[config.mk]
export PLATFORM = sky130hd
export DESIGN_NAME = input_debouncer
export DESIGN_NICKNAME = d
export VERILOG_FILES = /design/src/rtl/input_debouncer_pkg.sv /design/src/rtl/input_debouncer_debounce_cell.sv /design/src/rtl/input_debouncer.sv
export SDC_FILE = /design/constraint.sdc
export NUM_CORES = 1
export LEC_CHECK = 0
export CORE_ASPECT_RATIO = 1.75
export CORE_UTILIZATION = 30
export CTS_CLUSTER_SIZE = 25
export DETAILED_ROUTE_END_ITERATION = 8
export GPL_TIMING_DRIVEN = 0
export MAX_ROUTING_LAYER = met4
export PLACE_DENSITY = 0.46
export SYNTH_ARGS = -nofsm -noshare
export SYNTH_HDL_FRONTEND = slang
export SYNTH_SLANG_ARGS = --single-unit
[constraint.sdc]
create_clock -name clock -period 2.38 [get_ports clock]
set_clock_uncertainty 0.15 [all_clocks]
set_input_delay 0.357 -clock clock [delete_from_list [all_inputs] [get_ports clock]]
set_output_delay 0.357 -clock clock [all_outputs]
set_load 0.01 [all_outputs]
[src/rtl/input_debouncer_pkg.sv]
// Shared defaults and parameter-range rule for the input debouncer and its per-bit cell.
package input_debouncer_pkg;

   localparam int DEFAULT_NR_OF_BITS       = 2;
   localparam int DEFAULT_DEBOUNCE_CYCLES  = 4;
   localparam int DEFAULT_COUNTER_WIDTH    = 3;

   // The counter only has to reach DebounceCycles-1, so DebounceCycles may equal 2**CounterWidth.
   function automatic bit debounce_params_ok(input int debounce_cycles, input int counter_width);
      return (debounce_cycles >= 1) && (debounce_cycles <= (1 << counter_width));
   endfunction

endpackage

[src/rtl/input_debouncer_debounce_cell.sv]
// Single-bit debouncer: 2-flop synchronizer, tick-gated run counter, registered level and
// one-clock edge strobes.
module debounce_cell
   import input_debouncer_pkg::*;
#(
   parameter int DebounceCycles = DEFAULT_DEBOUNCE_CYCLES,
   parameter int CounterWidth   = DEFAULT_COUNTER_WIDTH
) (
   input  logic clock,
   input  logic reset_n,
   input  logic tick,
   input  logic data_i,
   output logic level_o,
   output logic rise_o,
   output logic fall_o,
   output logic match_o
);

   if (!debounce_params_ok(DebounceCycles, CounterWidth)) begin : g_param_check
      $error("debounce_cell: DebounceCycles=%0d out of range for CounterWidth=%0d",
             DebounceCycles, CounterWidth);
   end

   localparam logic [CounterWidth-1:0] LastCount = CounterWidth'(DebounceCycles - 1);

   logic                    s1_q, s2_q;
   logic [CounterWidth-1:0] cnt_q, cnt_d;
   logic                    level_q, level_d;
   logic                    rise_q, rise_d;
   logic                    fall_q, fall_d;

   always_ff @(posedge clock or negedge reset_n) begin
      if (!reset_n) begin
         s1_q    <= 1'b0;
         s2_q    <= 1'b0;
         cnt_q   <= '0;
         level_q <= 1'b0;
         rise_q  <= 1'b0;
         fall_q  <= 1'b0;
      end else begin
         s1_q    <= data_i;
         s2_q    <= s1_q;
         cnt_q   <= cnt_d;
         level_q <= level_d;
         rise_q  <= rise_d;
         fall_q  <= fall_d;
      end
   end

   // Agreement clears the count on every clock; only a disagreement waits for tick.
   always_comb begin
      cnt_d   = cnt_q;
      level_d = level_q;
      rise_d  = 1'b0;
      fall_d  = 1'b0;
      if (s2_q == level_q) begin
         cnt_d = '0;
      end else if (tick) begin
         if (cnt_q == LastCount) begin
            cnt_d   = '0;
            level_d = s2_q;
            rise_d  = s2_q;
            fall_d  = ~s2_q;
         end else begin
            cnt_d = cnt_q + 1'b1;
         end
      end
   end

   assign level_o = level_q;
   assign rise_o  = rise_q;
   assign fall_o  = fall_q;
   assign match_o = (s2_q == level_q);

endmodule

[src/rtl/input_debouncer.sv]
// Multi-channel pad-input debouncer: one debounce_cell per bit plus the global stable flag.
module input_debouncer
   import input_debouncer_pkg::*;
#(
   parameter int NrOfBits       = DEFAULT_NR_OF_BITS,
   parameter int DebounceCycles = DEFAULT_DEBOUNCE_CYCLES,
   parameter int CounterWidth   = DEFAULT_COUNTER_WIDTH
) (
   input  logic                clock,
   input  logic                reset_n,
   input  logic                tick,
   input  logic [NrOfBits-1:0] dataIn,
   output logic [NrOfBits-1:0] dataOut,
   output logic [NrOfBits-1:0] risingEdge,
   output logic [NrOfBits-1:0] fallingEdge,
   output logic                stable
);

   logic [NrOfBits-1:0] match;

   for (genvar i = 0; i < NrOfBits; i++) begin : g_cell
      debounce_cell #(
         .DebounceCycles (DebounceCycles),
         .CounterWidth   (CounterWidth)
      ) u_cell (
         .clock   (clock),
         .reset_n (reset_n),
         .tick    (tick),
         .data_i  (dataIn[i]),
         .level_o (dataOut[i]),
         .rise_o  (risingEdge[i]),
         .fall_o  (fallingEdge[i]),
         .match_o (match[i])
      );
   end

   assign stable = &match;

endmodule

Word level (Yosys, flattened, before mapping):

Index checks and enable logic that the tools add are counted.

* bits in registers: 16
* bits of input ports: 5
* output and inout bits: 7
* word-level logic and storage cells: 45

* $add $sub $neg: 2
* equal/unequal tests: 4
* mux-type cells: 18
* bitwise gates (word level): 4
* reduce and logical (&&, ||, !) cells: 5

Operators by type and width (count)
* 2-to-1 mux 3 bit: 6
* 2-to-1 mux 1 bit: 12
* adder 3 x 1 -> 3 bit (second input constant): 2
* == test 3 x 2 -> 1 bit (second input constant): 2
* AND reduction 3 bit: 2
* inverter 1 bit: 4
* nonzero test 2 bit: 2
* == test 1 bit: 2
* AND reduction 2 bit: 1

Longest topological paths before layout:

* depth after elaboration: 4
* depth in mapped cells: 4
* mapped depth without buffers: 4

Cells and area by module:

A second synthesis with hierarchy kept.

* cells, all modules: 49
* area, all modules: 646.9 µm²

Modules (own cells, without submodules)
* debounce_cell: instances 2, cells each 24, area each 320.3 µm², seq. area each 200.2 µm²
* input_debouncer: instances 1, cells each 1, area each 6.3 µm², seq. area each 0.0 µm²

Least setup slack after synthesis:

No wires, ideal clock.

* kind: register to register
* from: register g_cell[0].u_cell.cnt_q[0]
* to: register g_cell[0].u_cell.level_q
* setup time: 0.127 ns
* data arrival time: 1.010 ns
* required time: 2.103 ns
* path slack: 1.092 ns
* stages on the path, launching flop included: 5
* path buffers: 0
* clock period less this slack: 1.288 ns
* cells stage by stage: dfrtp_1 ha_1 nand2_1 nor2_1 mux2_1

* longest elaborated chain between the ends: 2

Ends and longest elaborated chain
* start, declared: RTL line input_debouncer_debounce_cell.sv:27 `logic [CounterWidth-1:0] cnt_q, cnt_d;`
* start signal, assigned: RTL line input_debouncer_debounce_cell.sv:43 `cnt_q <= cnt_d;`
* == test 3 x 2 -> 1 bit: RTL line input_debouncer_debounce_cell.sv:59 `if (cnt_q == LastCount) begin`
* AND reduction 3 bit (no source line)
* end signal, assigned: RTL line input_debouncer_debounce_cell.sv:44 `level_q <= level_d;`
* end, declared: RTL line input_debouncer_debounce_cell.sv:28 `logic level_q, level_d;`

No other way between the ends.
A chain may end at the register's enable or synchronous reset.

Worst setup path after layout:

* from: register g_cell[1].u_cell.level_q
* to: output stable

* longest elaborated chain between the ends: 2

Ends and longest elaborated chain
* start, declared: RTL line input_debouncer_debounce_cell.sv:28
* start signal, assigned: RTL line input_debouncer_debounce_cell.sv:44
* == test 1 bit: RTL line input_debouncer_debounce_cell.sv:73 `assign match_o = (s2_q == level_q);`
* AND reduction 2 bit: RTL line input_debouncer.sv:37 `assign stable = &match;`
* end, declared: RTL line input_debouncer.sv:16 `output logic stable`

No other way between the ends.

==> results.toml <==
[run_status]
outcome = "finished clean"

[clock_network]
clock-root-buffer = "clkbuf_4"
cts_buffers = 3
cts.sinks = 16
cts_tree = "yes"
path_clk_slew_ns = 0.09
cts_setup_buffers = 0
h-tree-depth = 1
cts.repair.resized = 0
ctsLongestPathBuffers = 2
ctsHoldBuffers = 0
clock_latency_ns = 0.28

[placed_design]
place_area_um2 = 845.8
place.gp.congestion = 0.6739
hpwl_um = 780
port_buffers = 11
dpl.cell_count = 91

[synthesis]
synth_area_um2 = 705.7
yosysUniqueCellTypes = 18
synth.net_count = 63
yosysSeqAreaShare_pct = 56.74
syn_area_per_cell_um2 = 12.60
ys_seq_elements = 16
syn_inst = 56
ys.warnings.count = 0

[worst_setup_path]
slowest_delay_ns = 0.54
crit_fanout = 6
ff2ff_setup_slack_ns = 0.99
cp.depth = 3
start_kind = "register"
path_cells = "xor2_1 -> nor2_1 -> clkdlybuf4s50_1"
critical_path_class = "register to primary output"
critPathBufInv = 1
r2r_cells = 4
critPathRequiredTime_ns = 1.87
crit_arrival_ns = 1.59
cp_slowest_cell = "clkdlybuf4s50_1"
crit_path_start = "g_cell[1].u_cell.level_o$_DFFE_PN0P_"
r2r-end = "g_cell[0].u_cell.level_o$_DFFE_PN0P_"
cp-end-kind = "primary output"
worstSetupEndpoint = "stable"
crit_family = "buffers and inverters"
r2r_start = "g_cell[0].u_cell.cnt_q[0]$_DFFE_PN0P_"

[timing]
fin_crit_sh_pct = 88.19
tightest_slew_ns = 0.7013
setup_tns_ns = 0
rsz0062_at_grt = "false"
max_freq_mhz = 476.4
setup_viol = 0
slew_viol_final = 0
hold_viol = 0
relSlewSlack_pct = 53.10
post-route-min-period_ns = 2.099

[floorplanning]
rows = 22
initial_core_util_pct = 32.87
core_mm2 = 0.002147
die-area_mm2 = 0.002558
io_pins = 12
die_y_um = 66.16
die_w_um = 38.66

[pwr]
powerDensity_mw_per_mm2 = 827.9
peakVddDrop_mv = 0.3321
leakage_uw = 0.0004230

[cells_and_area]
diodes = 0
nets = 79
finalNonFillerCells = 95
drive_gt1_share_pct = 18.31
final_cell_area_um2 = 882.1
area_delta_synth_final_pct = 25.00

[route]
detail-route-antenna-nets = 0
drt_wl_total_mm = 1.079
first_pass_iters = 4
vias_per_cell = 4.611
via_count = 438
drc_errors = 0
drt_iter0_drc = 6
wl_per_cell_um = 11.36

[grt]
grt_pass1_wl_mm = 1.904
grt_max_degree = 17
met3_usage_pct = 2.020
grtUsageMet1_pct = 13.70
grt_pass1_vias = 441
busiest_layer = "met2"
grt_util_all_layers_pct = 11.50
antenna_found_initial = 0
grt_use_met2_pct = 16.46
gr-total-overflow = 0

[worst_hold_path]
hp-class = "register to register"

[flow_run]
max_cap_violations = 0
-- state kept, by name (all words and copies together) (netlist names) --
name                   cells
g_cell.u_cell.cnt_q        6
g_cell.u_cell.fall_o       2
g_cell.u_cell.level_o      2
g_cell.u_cell.rise_o       2
g_cell.u_cell.s1_q         2
g_cell.u_cell.s2_q         2
-- final cells by class --
cell class	count	area, µm²
fill	213	1265
multi-input combinational	33	249.0
sequential	16	400.4
tap	24	30.03
clock buffer	4	36.28
buffer	7	56.30
timing repair buffer	11	110.1
-- stage by stage --
step	hold WS, ns	total power, µW	util (%)	worst slack (ns)
after floorplan	-0.08859	482.3	-	1.092
after detailed placement	0.1865	562.6	39.39	0.6007
after global routing	0.2210	790.8	41.08	0.1641
after global placement	0.1824	560.5	39.39	0.5882
after CTS	0.2088	747.1	41.08	0.2573
final	0.2104	730.3	41.08	0.2811
-- layer usage --
metal	part of all wire [%]	vias to the layer above	wire, µm
met5	0	-	0
met4	1.8	0	19
met3	3.2	2	34
met2	53	12	572
met1	42	211	452
li1	-	213	-
-- layout by cell type (no fill, tap or decap), drive strengths merged --
cell | netlist | final
mux2 | 2 | 2
nand3b | 3 | 3
clkdlybuf4s50 | 0 | 11
xor2 | 2 | 2
nor3b | 2 | 2
dfrtp | 16 | 16
ha | 2 | 2
buf | 7 | 7
and3 | 2 | 2
nand2b | 6 | 6
a21oi | 4 | 4
nand2 | 2 | 2
nand3 | 2 | 2
clkbuf | 0 | 4
xnor2 | 2 | 2
nor2 | 2 | 2
nor4b | 2 | 2
-- logic make-up after synthesis --
family	after synthesis	synth area share [%]
simple gates	21	20.21
flops	16	56.74
buf+inv	7	7.978
compound gates	4	2.837
xor+xnor	4	4.965
mux	2	3.723
fa+ha+maj	2	3.546
-- cells in the mapped netlist --
master     n  share of area (%)
a21oi_1    4                2.8
and3_1     2                1.8
buf_4      6                6.4
buf_6      1                1.6
dfrtp_1   16                 57
ha_1       2                3.5
mux2_1     1                1.6
mux2_4     1                2.1
nand2_1    2                1.1
nand2b_1   6                5.3
nand3_1    2                1.4
nand3b_1   2                2.1
nand3b_4   1                2.8
nor2_1     2                1.1
nor3b_1    2                2.1
nor4b_1    2                2.5
xnor2_1    2                2.5
xor2_1     2                2.5
-- power by group --
part	switching [µW]	internal, µW
Combinational	76.3	123
Clock	82.9	93.0
Sequential	43.3	312
Total	203	528
-- how the worst min path moves through the flow --
| stage | startpoint | end | slack, ns | cells past startpoint |
|---|---|---|---|---|
| after floorplan | reset_n | g_cell[0].u_cell.cnt_q[0]$_DFFE_PN0P_ | -0.09 | 0 |
| after global placement | g_cell[1].u_cell.s1_q$_DFF_PN0_ | g_cell[1].u_cell.s2_q$_DFF_PN0_ | 0.18 | 0 |
| after detailed placement | g_cell[1].u_cell.s1_q$_DFF_PN0_ | g_cell[1].u_cell.s2_q$_DFF_PN0_ | 0.19 | 0 |
| after CTS | g_cell[1].u_cell.s1_q$_DFF_PN0_ | g_cell[1].u_cell.s2_q$_DFF_PN0_ | 0.21 | 0 |
| after global routing | g_cell[1].u_cell.s1_q$_DFF_PN0_ | g_cell[1].u_cell.s2_q$_DFF_PN0_ | 0.22 | 0 |
| final | g_cell[1].u_cell.s1_q$_DFF_PN0_ | g_cell[1].u_cell.s2_q$_DFF_PN0_ | 0.21 | 0 |
No activity file was read; power rests on OpenSTA's default activity.
